`config.mk`:
```
export PLATFORM = sky130hd
export DESIGN_NAME = spi_slave_rx_flat
export DESIGN_NICKNAME = d
export VERILOG_FILES = /design/src/rtl/spi_slave_rx_if.sv /design/src/rtl/spi_slave_rx.sv /design/src/flat_wrapper.sv
export SDC_FILE = /design/constraint.sdc
export NUM_CORES = 1
export LEC_CHECK = 0
export CAP_MARGIN = 5
export CORE_ASPECT_RATIO = 2
export CORE_MARGIN = 4
export CORE_UTILIZATION = 51
export DETAILED_ROUTE_END_ITERATION = 6
export PLACE_DENSITY = 0.77
export SYNTH_ARGS = -nofsm -noshare
export SYNTH_HDL_FRONTEND = slang
export SYNTH_SLANG_ARGS = --single-unit
```
`constraint.sdc`:
```
create_clock -name clk -period 1.5 [get_ports clk]
set_clock_uncertainty 0.05 [all_clocks]
set_input_delay 0.3 -clock clk [delete_from_list [all_inputs] [get_ports clk]]
set_output_delay 0.3 -clock clk [all_outputs]
set_load 0.01 [all_outputs]
```
`src/rtl/spi_slave_rx_if.sv`:
```
// SPI pin and receive-handshake bundle for spi_slave_rx.
// The slave modport is the endpoint's view; master is the driving side.
interface spi_slave_rx_if #(
   parameter int DATA_WIDTH = 8
);
   logic                  SCLK;
   logic                  SS_N;
   logic                  MOSI;
   logic                  MISO;
   logic [DATA_WIDTH-1:0] tx_data;
   logic [DATA_WIDTH-1:0] rx_data;
   logic                  rx_valid;
   logic                  rx_ack;
   logic                  overrun;
   logic                  frame_err;

   modport slave (
      input  SCLK, SS_N, MOSI, tx_data, rx_ack,
      output MISO, rx_data, rx_valid, overrun, frame_err
   );

   modport master (
      output SCLK, SS_N, MOSI, tx_data, rx_ack,
      input  MISO, rx_data, rx_valid, overrun, frame_err
   );
endinterface

```
`src/rtl/spi_slave_rx.sv`:
```
// SPI mode-0 slave: oversampled pins, MSB-first receive with valid/ack, response shift-out.
// Define SPI_SLAVE_ECHO_EN to answer with the last received word instead of tx_data.
module spi_slave_rx #(
   parameter int DATA_WIDTH  = 8,
   parameter int SYNC_STAGES = 2
) (
   input logic            clk,
   input logic            reset,
   spi_slave_rx_if.slave  bus
);
   localparam int CNT_W = $clog2(DATA_WIDTH);

   typedef enum logic [1:0] {IDLE, ARMED, SHIFT} state_t;

   state_t                state;
   state_t                state_next;

   logic [SYNC_STAGES-1:0] sclk_sync;
   logic [SYNC_STAGES-1:0] ss_sync;
   logic [SYNC_STAGES-1:0] mosi_sync;
   logic                  sclk_s;
   logic                  ss_s;
   logic                  mosi_s;
   logic                  sclk_d;
   logic                  ss_d;
   logic                  sclk_rise;
   logic                  sclk_fall;
   logic                  ss_rise;
   logic                  ss_fall;

   logic [DATA_WIDTH-2:0] rx_shift;
   logic [DATA_WIDTH-1:0] rx_word;
   logic [DATA_WIDTH-1:0] tx_shift;
   logic [DATA_WIDTH-1:0] tx_src;
   logic [CNT_W-1:0]      bit_cnt;

   logic                  do_load;
   logic                  do_rise;
   logic                  do_fall;
   logic                  do_end;
   logic                  word_done;

   logic                  miso_q;
   logic [DATA_WIDTH-1:0] rx_data_q;
   logic                  rx_valid_q;
   logic                  overrun_q;
   logic                  frame_err_q;

   assign sclk_s = sclk_sync[SYNC_STAGES-1];
   assign ss_s   = ss_sync[SYNC_STAGES-1];
   assign mosi_s = mosi_sync[SYNC_STAGES-1];

   // Chains reset to 0 so SS_N must be seen high before the FSM can arm.
   always_ff @(posedge clk) begin
      if (reset) begin
         sclk_sync <= '0;
         ss_sync   <= '0;
         mosi_sync <= '0;
         sclk_d    <= 1'b0;
         ss_d      <= 1'b0;
         sclk_rise <= 1'b0;
         sclk_fall <= 1'b0;
         ss_rise   <= 1'b0;
         ss_fall   <= 1'b0;
      end else begin
         sclk_sync <= {sclk_sync[SYNC_STAGES-2:0], bus.SCLK};
         ss_sync   <= {ss_sync[SYNC_STAGES-2:0], bus.SS_N};
         mosi_sync <= {mosi_sync[SYNC_STAGES-2:0], bus.MOSI};
         sclk_d    <= sclk_s;
         ss_d      <= ss_s;
         sclk_rise <= sclk_s & ~sclk_d;
         sclk_fall <= ~sclk_s & sclk_d;
         ss_rise   <= ss_s & ~ss_d;
         ss_fall   <= ~ss_s & ss_d;
      end
   end

   always_ff @(posedge clk) begin
      if (reset) state <= IDLE;
      else       state <= state_next;
   end

   always_comb begin
      state_next = state;
      do_load    = 1'b0;
      do_rise    = 1'b0;
      do_fall    = 1'b0;
      do_end     = 1'b0;
      case (state)
         IDLE:    if (ss_s) state_next = ARMED;
         ARMED:   if (ss_fall) begin
                     state_next = SHIFT;
                     do_load    = 1'b1;
                  end
         SHIFT:   if (ss_rise) begin
                     state_next = ARMED;
                     do_end     = 1'b1;
                  end else begin
                     do_rise = sclk_rise;
                     do_fall = sclk_fall;
                  end
         default: state_next = IDLE;
      endcase
   end

   assign rx_word   = {rx_shift, mosi_s};
   assign word_done = do_rise && (bit_cnt == CNT_W'(DATA_WIDTH - 1));

`ifdef SPI_SLAVE_ECHO_EN
   logic [DATA_WIDTH-1:0] echo_word;
   logic                  unused_tx;

   always_ff @(posedge clk) begin
      if (reset)          echo_word <= '0;
      else if (word_done) echo_word <= rx_word;
   end

   assign tx_src    = echo_word;
   assign unused_tx = ^bus.tx_data;
`else
   assign tx_src = bus.tx_data;
`endif

   // A fall with bit_cnt==0 follows a completed word, so the next response is loaded.
   always_ff @(posedge clk) begin
      if (reset) begin
         bit_cnt  <= '0;
         rx_shift <= '0;
         tx_shift <= '0;
         miso_q   <= 1'b1;
      end else begin
         if (do_load) begin
            bit_cnt  <= '0;
            tx_shift <= tx_src;
            miso_q   <= tx_src[DATA_WIDTH-1];
         end else if (do_rise) begin
            rx_shift <= rx_word[DATA_WIDTH-2:0];
            bit_cnt  <= word_done ? '0 : bit_cnt + 1'b1;
         end else if (do_fall) begin
            if (bit_cnt == '0) begin
               tx_shift <= tx_src;
               miso_q   <= tx_src[DATA_WIDTH-1];
            end else begin
               tx_shift <= tx_shift << 1;
               miso_q   <= tx_shift[DATA_WIDTH-2];
            end
         end else if (state != SHIFT || do_end) begin
            miso_q <= 1'b1;
         end
      end
   end

   // An ack landing with a completion frees the slot, so the new word is taken.
   always_ff @(posedge clk) begin
      if (reset) begin
         rx_data_q   <= '0;
         rx_valid_q  <= 1'b0;
         overrun_q   <= 1'b0;
         frame_err_q <= 1'b0;
      end else begin
         if (word_done) begin
            if (!rx_valid_q || bus.rx_ack) begin
               rx_data_q  <= rx_word;
               rx_valid_q <= 1'b1;
            end else begin
               overrun_q <= 1'b1;
            end
         end else if (bus.rx_ack) begin
            rx_valid_q <= 1'b0;
         end
         if (do_end && bit_cnt != '0) frame_err_q <= 1'b1;
      end
   end

   assign bus.MISO      = miso_q;
   assign bus.rx_data   = rx_data_q;
   assign bus.rx_valid  = rx_valid_q;
   assign bus.overrun   = overrun_q;
   assign bus.frame_err = frame_err_q;
endmodule

```
`src/flat_wrapper.sv`:
```
// flat-port wrapper written by rule: the top's interface ports become plain ports
module spi_slave_rx_flat 
#(
   parameter int DATA_WIDTH  = 8,
   parameter int SYNC_STAGES = 2
)
  (clk, reset, bus_SCLK, bus_SS_N, bus_MOSI, bus_tx_data, bus_rx_ack, bus_MISO, bus_rx_data, bus_rx_valid, bus_overrun, bus_frame_err);
  spi_slave_rx_if #(.DATA_WIDTH(DATA_WIDTH)) bus_i ();
  input logic clk;
  input logic reset;
  input wire logic [$bits(bus_i.SCLK)-1:0] bus_SCLK;
  input wire logic [$bits(bus_i.SS_N)-1:0] bus_SS_N;
  input wire logic [$bits(bus_i.MOSI)-1:0] bus_MOSI;
  input wire logic [$bits(bus_i.tx_data)-1:0] bus_tx_data;
  input wire logic [$bits(bus_i.rx_ack)-1:0] bus_rx_ack;
  output wire logic [$bits(bus_i.MISO)-1:0] bus_MISO;
  output wire logic [$bits(bus_i.rx_data)-1:0] bus_rx_data;
  output wire logic [$bits(bus_i.rx_valid)-1:0] bus_rx_valid;
  output wire logic [$bits(bus_i.overrun)-1:0] bus_overrun;
  output wire logic [$bits(bus_i.frame_err)-1:0] bus_frame_err;
  assign bus_i.SCLK = bus_SCLK;
  assign bus_i.SS_N = bus_SS_N;
  assign bus_i.MOSI = bus_MOSI;
  assign bus_i.tx_data = bus_tx_data;
  assign bus_i.rx_ack = bus_rx_ack;
  assign bus_MISO = bus_i.MISO;
  assign bus_rx_data = bus_i.rx_data;
  assign bus_rx_valid = bus_i.rx_valid;
  assign bus_overrun = bus_i.overrun;
  assign bus_frame_err = bus_i.frame_err;
  spi_slave_rx #(.DATA_WIDTH(DATA_WIDTH), .SYNC_STAGES(SYNC_STAGES)) u_core (.clk(clk), .reset(reset), .bus(bus_i));
endmodule
```
==> flow_summary.yaml <==
placed_design:
  dpl_cell_area_um2: 1923
  numPortBuffers: 25
  pre_cts_slack_ns: -0.07548
  gp_congestion: 0.7556
  dp_hpwl_um: 2501
yosys:
  synth.distinct_cells: 24
  synthArstFlopShare_pct: 0
  netlist_area_um2: 1578
  synth_area_per_cell_um2: 8.765
  yosys.area_share.adder_pct: 2.379
  synth_seq_cells: 43
  synth_cells: 180
  synth_mux_area_share_pct: 0
  ys_seq_area_share_pct: 54.56
  yosys_warnings: 0
  synthSimpleGateAreaFrac_pct: 25.38
  synth.largest_area_cell: "dfxtp_1"
  synthTopCellsByArea: "dfxtp_1 (55%), nand2_1 (11%), a21oi_1 (8.9%), nor2b_1 (4.4%), a211oi_1 (3.3%)"
  synth_ff_type: "dfxtp_1"
  synth_nets: 197
  yosysMostFrequentCell: "nand2_1"
  synth_top_family_by_area: "simple AND/OR/NAND/NOR gates"
  synth_edf_count: 0
  synth_compound_area_share_pct: 15.15
  post-synth-top-area-fraction_pct: 54.56
  yosys-top-cells-count: "nand2_1 (45), dfxtp_1 (43), a21oi_1 (28)"
  synth_xor_area_share_pct: 0
timing:
  final_hold_viol_count: 0
  min_period_over_period_pct: 98.86
  max_freq_ghz: 0.6743
  tightest_slew_ns: 0.2874
  timing.hold.ws_ns: 0.3578
  setup_viol: 0
  maxSlewViolCount: 0
  setup_slack_ns: 0.01705
  setup_tns_ns: 0
  slew_headroom_pct: 80.78
  min_period_ns: 1.483
  rsz0062_at_grt: "yes"
status:
  status: "complete, no violations"
cts:
  clk_pin_slew_ns: 0.08
  cts_root_buffer: "clkbuf_8"
  postCtsHoldBufs: 0
  clockBufferDepth: 2
  numCtsBuffers: 5
  htree_levels: 2
  cts.sinks: 43
  clk_latency_ns: 0.29
  cts_tree: "yes"
routing:
  drc: 0
  ant_nets: 0
  vias: 1338
  viasPerCell: 5.395
  dr.pass1.iters: 4
  totalWireLength_um: 3347
  drt-initial-drc-count: 22
  wire_per_inst_um: 13.50
pwr:
  ir_drop_v: 0.0008796
  switching_share_pct: 18.27
  static-leakage-power_nw: 0.8312
  switching_power_w: 0.0004184
  comb_power_share_pct: 3.9
  intPower_w: 0.001871
  seqPwrFrac_pct: 50.7
  power.density_cell_area_nw_per_um2: 1094
  clkPwrFrac_pct: 45.5
grt:
  grt_overflow: 0
  grt_pass1_wl_um: 5478
  grt_max_degree: 17
  antenna_found_initial: 0
  grt_use_total_pct: 18.40
  grt_pass1_vias: 1386
setup_path:
  ff2ff_path_depth: 4
  worst_r2r_endpoint: "u_core.tx_shift[2]$_SDFFE_PP0P_"
  worstSetupStartpoint: "u_core.state[1]$_SDFFE_PP0P_"
  end_kind: "register"
  crit_fanout: 8
  worstReg2RegStart: "u_core.state[1]$_SDFFE_PP0P_"
  cpPeakStageDelay_ns: 0.42
  crit_end: "u_core.tx_shift[2]$_SDFFE_PP0P_"
  crit_slowest_cell: "or3b_4"
  cp_data_arrival_time_ns: 1.61
  worstPathRequired_ns: 1.63
  crit_type: "reg -> reg"
  startpoint_type: "register"
  cp_cell_sequence: "or3b_4, o21a_2, a21oi_1, a211oi_2"
  r2r_setup_slack_ns: 0.02
floorplanning:
  dieArea_um2: 4102
  initial_core_util_pct: 52.98
  core_area_um2: 2978
  fp.dieW_um: 47.33
  die_y_um: 86.66
  rows: 28
  ios: 26
final_layout:
  num_antenna_cells: 0
  drive_gt1_share_pct: 15.60
  final_area_um2: 2092
  num-nets-final: 234
  seqCellArea_um2: 862.1
  nFillCells: 236
  syn_to_final_growth_pct: 32.59
  multiInputGateArea_um2: 711.9
job:
  cap_violations: 0
min_path:
  hold_class: "reg -> reg"
## worst min-delay path by stage
stage	slack [ns]	from	cells past startpoint	end
4_1_cts	0.36	u_core.ss_d$_SDFF_PP0_	1	u_core.ss_rise$_SDFF_PP0_
5_1_grt	0.39	u_core.sclk_sync[1]$_SDFF_PP0_	1	u_core.sclk_fall$_SDFF_PP0_
6_report	0.36	u_core.ss_d$_SDFF_PP0_	1	u_core.ss_rise$_SDFF_PP0_
2_1_floorplan	0.33	reset	1	u_core.sclk_d$_SDFF_PP0_
3_5_place_dp	0.35	u_core.ss_d$_SDFF_PP0_	1	u_core.ss_rise$_SDFF_PP0_
3_3_place_gp	0.34	u_core.sclk_d$_SDFF_PP0_	1	u_core.sclk_rise$_SDFF_PP0_
## layout make-up
cell class                 count  share of cell area (%)
clock buffer                   6                   3.469
clock inverter                 2                   2.871
tap                           30                   1.794
inverter                       2                  0.3589
multi-input combinational    127                   34.03
sequential                    43                   41.21
timing repair buffer          38                   16.27
## routing by layer
layer	GRT usage (%)	part of all wire [%]	vias to the layer above
li1	-	-	678
met1	15.93	35	618
met2	34.11	57	33
met3	5.198	5.1	9
met4	9.824	2.5	0
met5	0	0	-
## cells in the final DEF, fill, tap and decap left out, drive strengths merged, types with 2 or more instances in the layout
cell type | synthesis | final
nand3b | 3 | 3
ha | 3 | 3
nor2b | 11 | 11
clkbuf | 6 | 6
a31oi | 2 | 2
inv | 2 | 2
clkdlybuf4s50 | 0 | 13
nor2 | 11 | 11
dfxtp | 43 | 43
nand3 | 2 | 2
a211oi | 7 | 7
nor3b | 2 | 2
nand2b | 4 | 4
nand2 | 45 | 45
dlygate4sd2 | 0 | 12
a21oi | 28 | 28
buf | 2 | 13
bufinv | 0 | 2
## kinds of logic (layout without fill, tap and decap cells)
kind of cell / count (synthesis) / count (layout)
flip-flops: 43 / 43
buffers and inverters: 10 / 48
adder cells (fa/ha/maj): 3 / 3
AO/OA/AOI/OAI: 40 / 40
AND/OR/NAND/NOR: 84 / 84
## worst max-delay path: cells and delay by family, from the launching register on
family / cells / cell delay [ns]
DFF: 1 / 0.34
AOI/OAI and AO/OA: 3 / 0.56
and+or+nand+nor: 1 / 0.42
## sequential cells by signal, indices dropped and copies added (netlist names), 2 cells and up
register / cells
u_core.bit_cnt: 3
u_core.bus.rx_data: 8
u_core.mosi_sync: 2
u_core.rx_shift: 7
u_core.sclk_sync: 2
u_core.state: 2
u_core.ss_sync: 2
u_core.tx_shift: 7
## repair_timing
action,in CTS,in global routing
buffers inserted,0,1
resized for setup,14,12
hold endpoints to repair,0,0
pin swaps,0,5
setup endpoints to repair,18,16
## power groups by stage
stage                     clock network [W]  registers, W  logic [W]
after detailed placement                  0       0.00119  0.0000862
after global routing                0.00111       0.00116  0.0000965
after global placement                    0       0.00119  0.0000831
final                               0.00104       0.00116  0.0000886
after CTS                           0.00106       0.00116  0.0000864
after floorplan                           0       0.00119  0.0000334
## through the flow
step	utilization [%]	total power, W	instances
floorplan	-	0.001219	180
global placement	64.58	0.001269	239
detailed placement	64.58	0.001273	239
CTS	68.66	0.002309	247
global route	70.25	0.002370	248
finish	70.25	0.002290	248
Note: power is estimated with default switching activity, not from simulation.
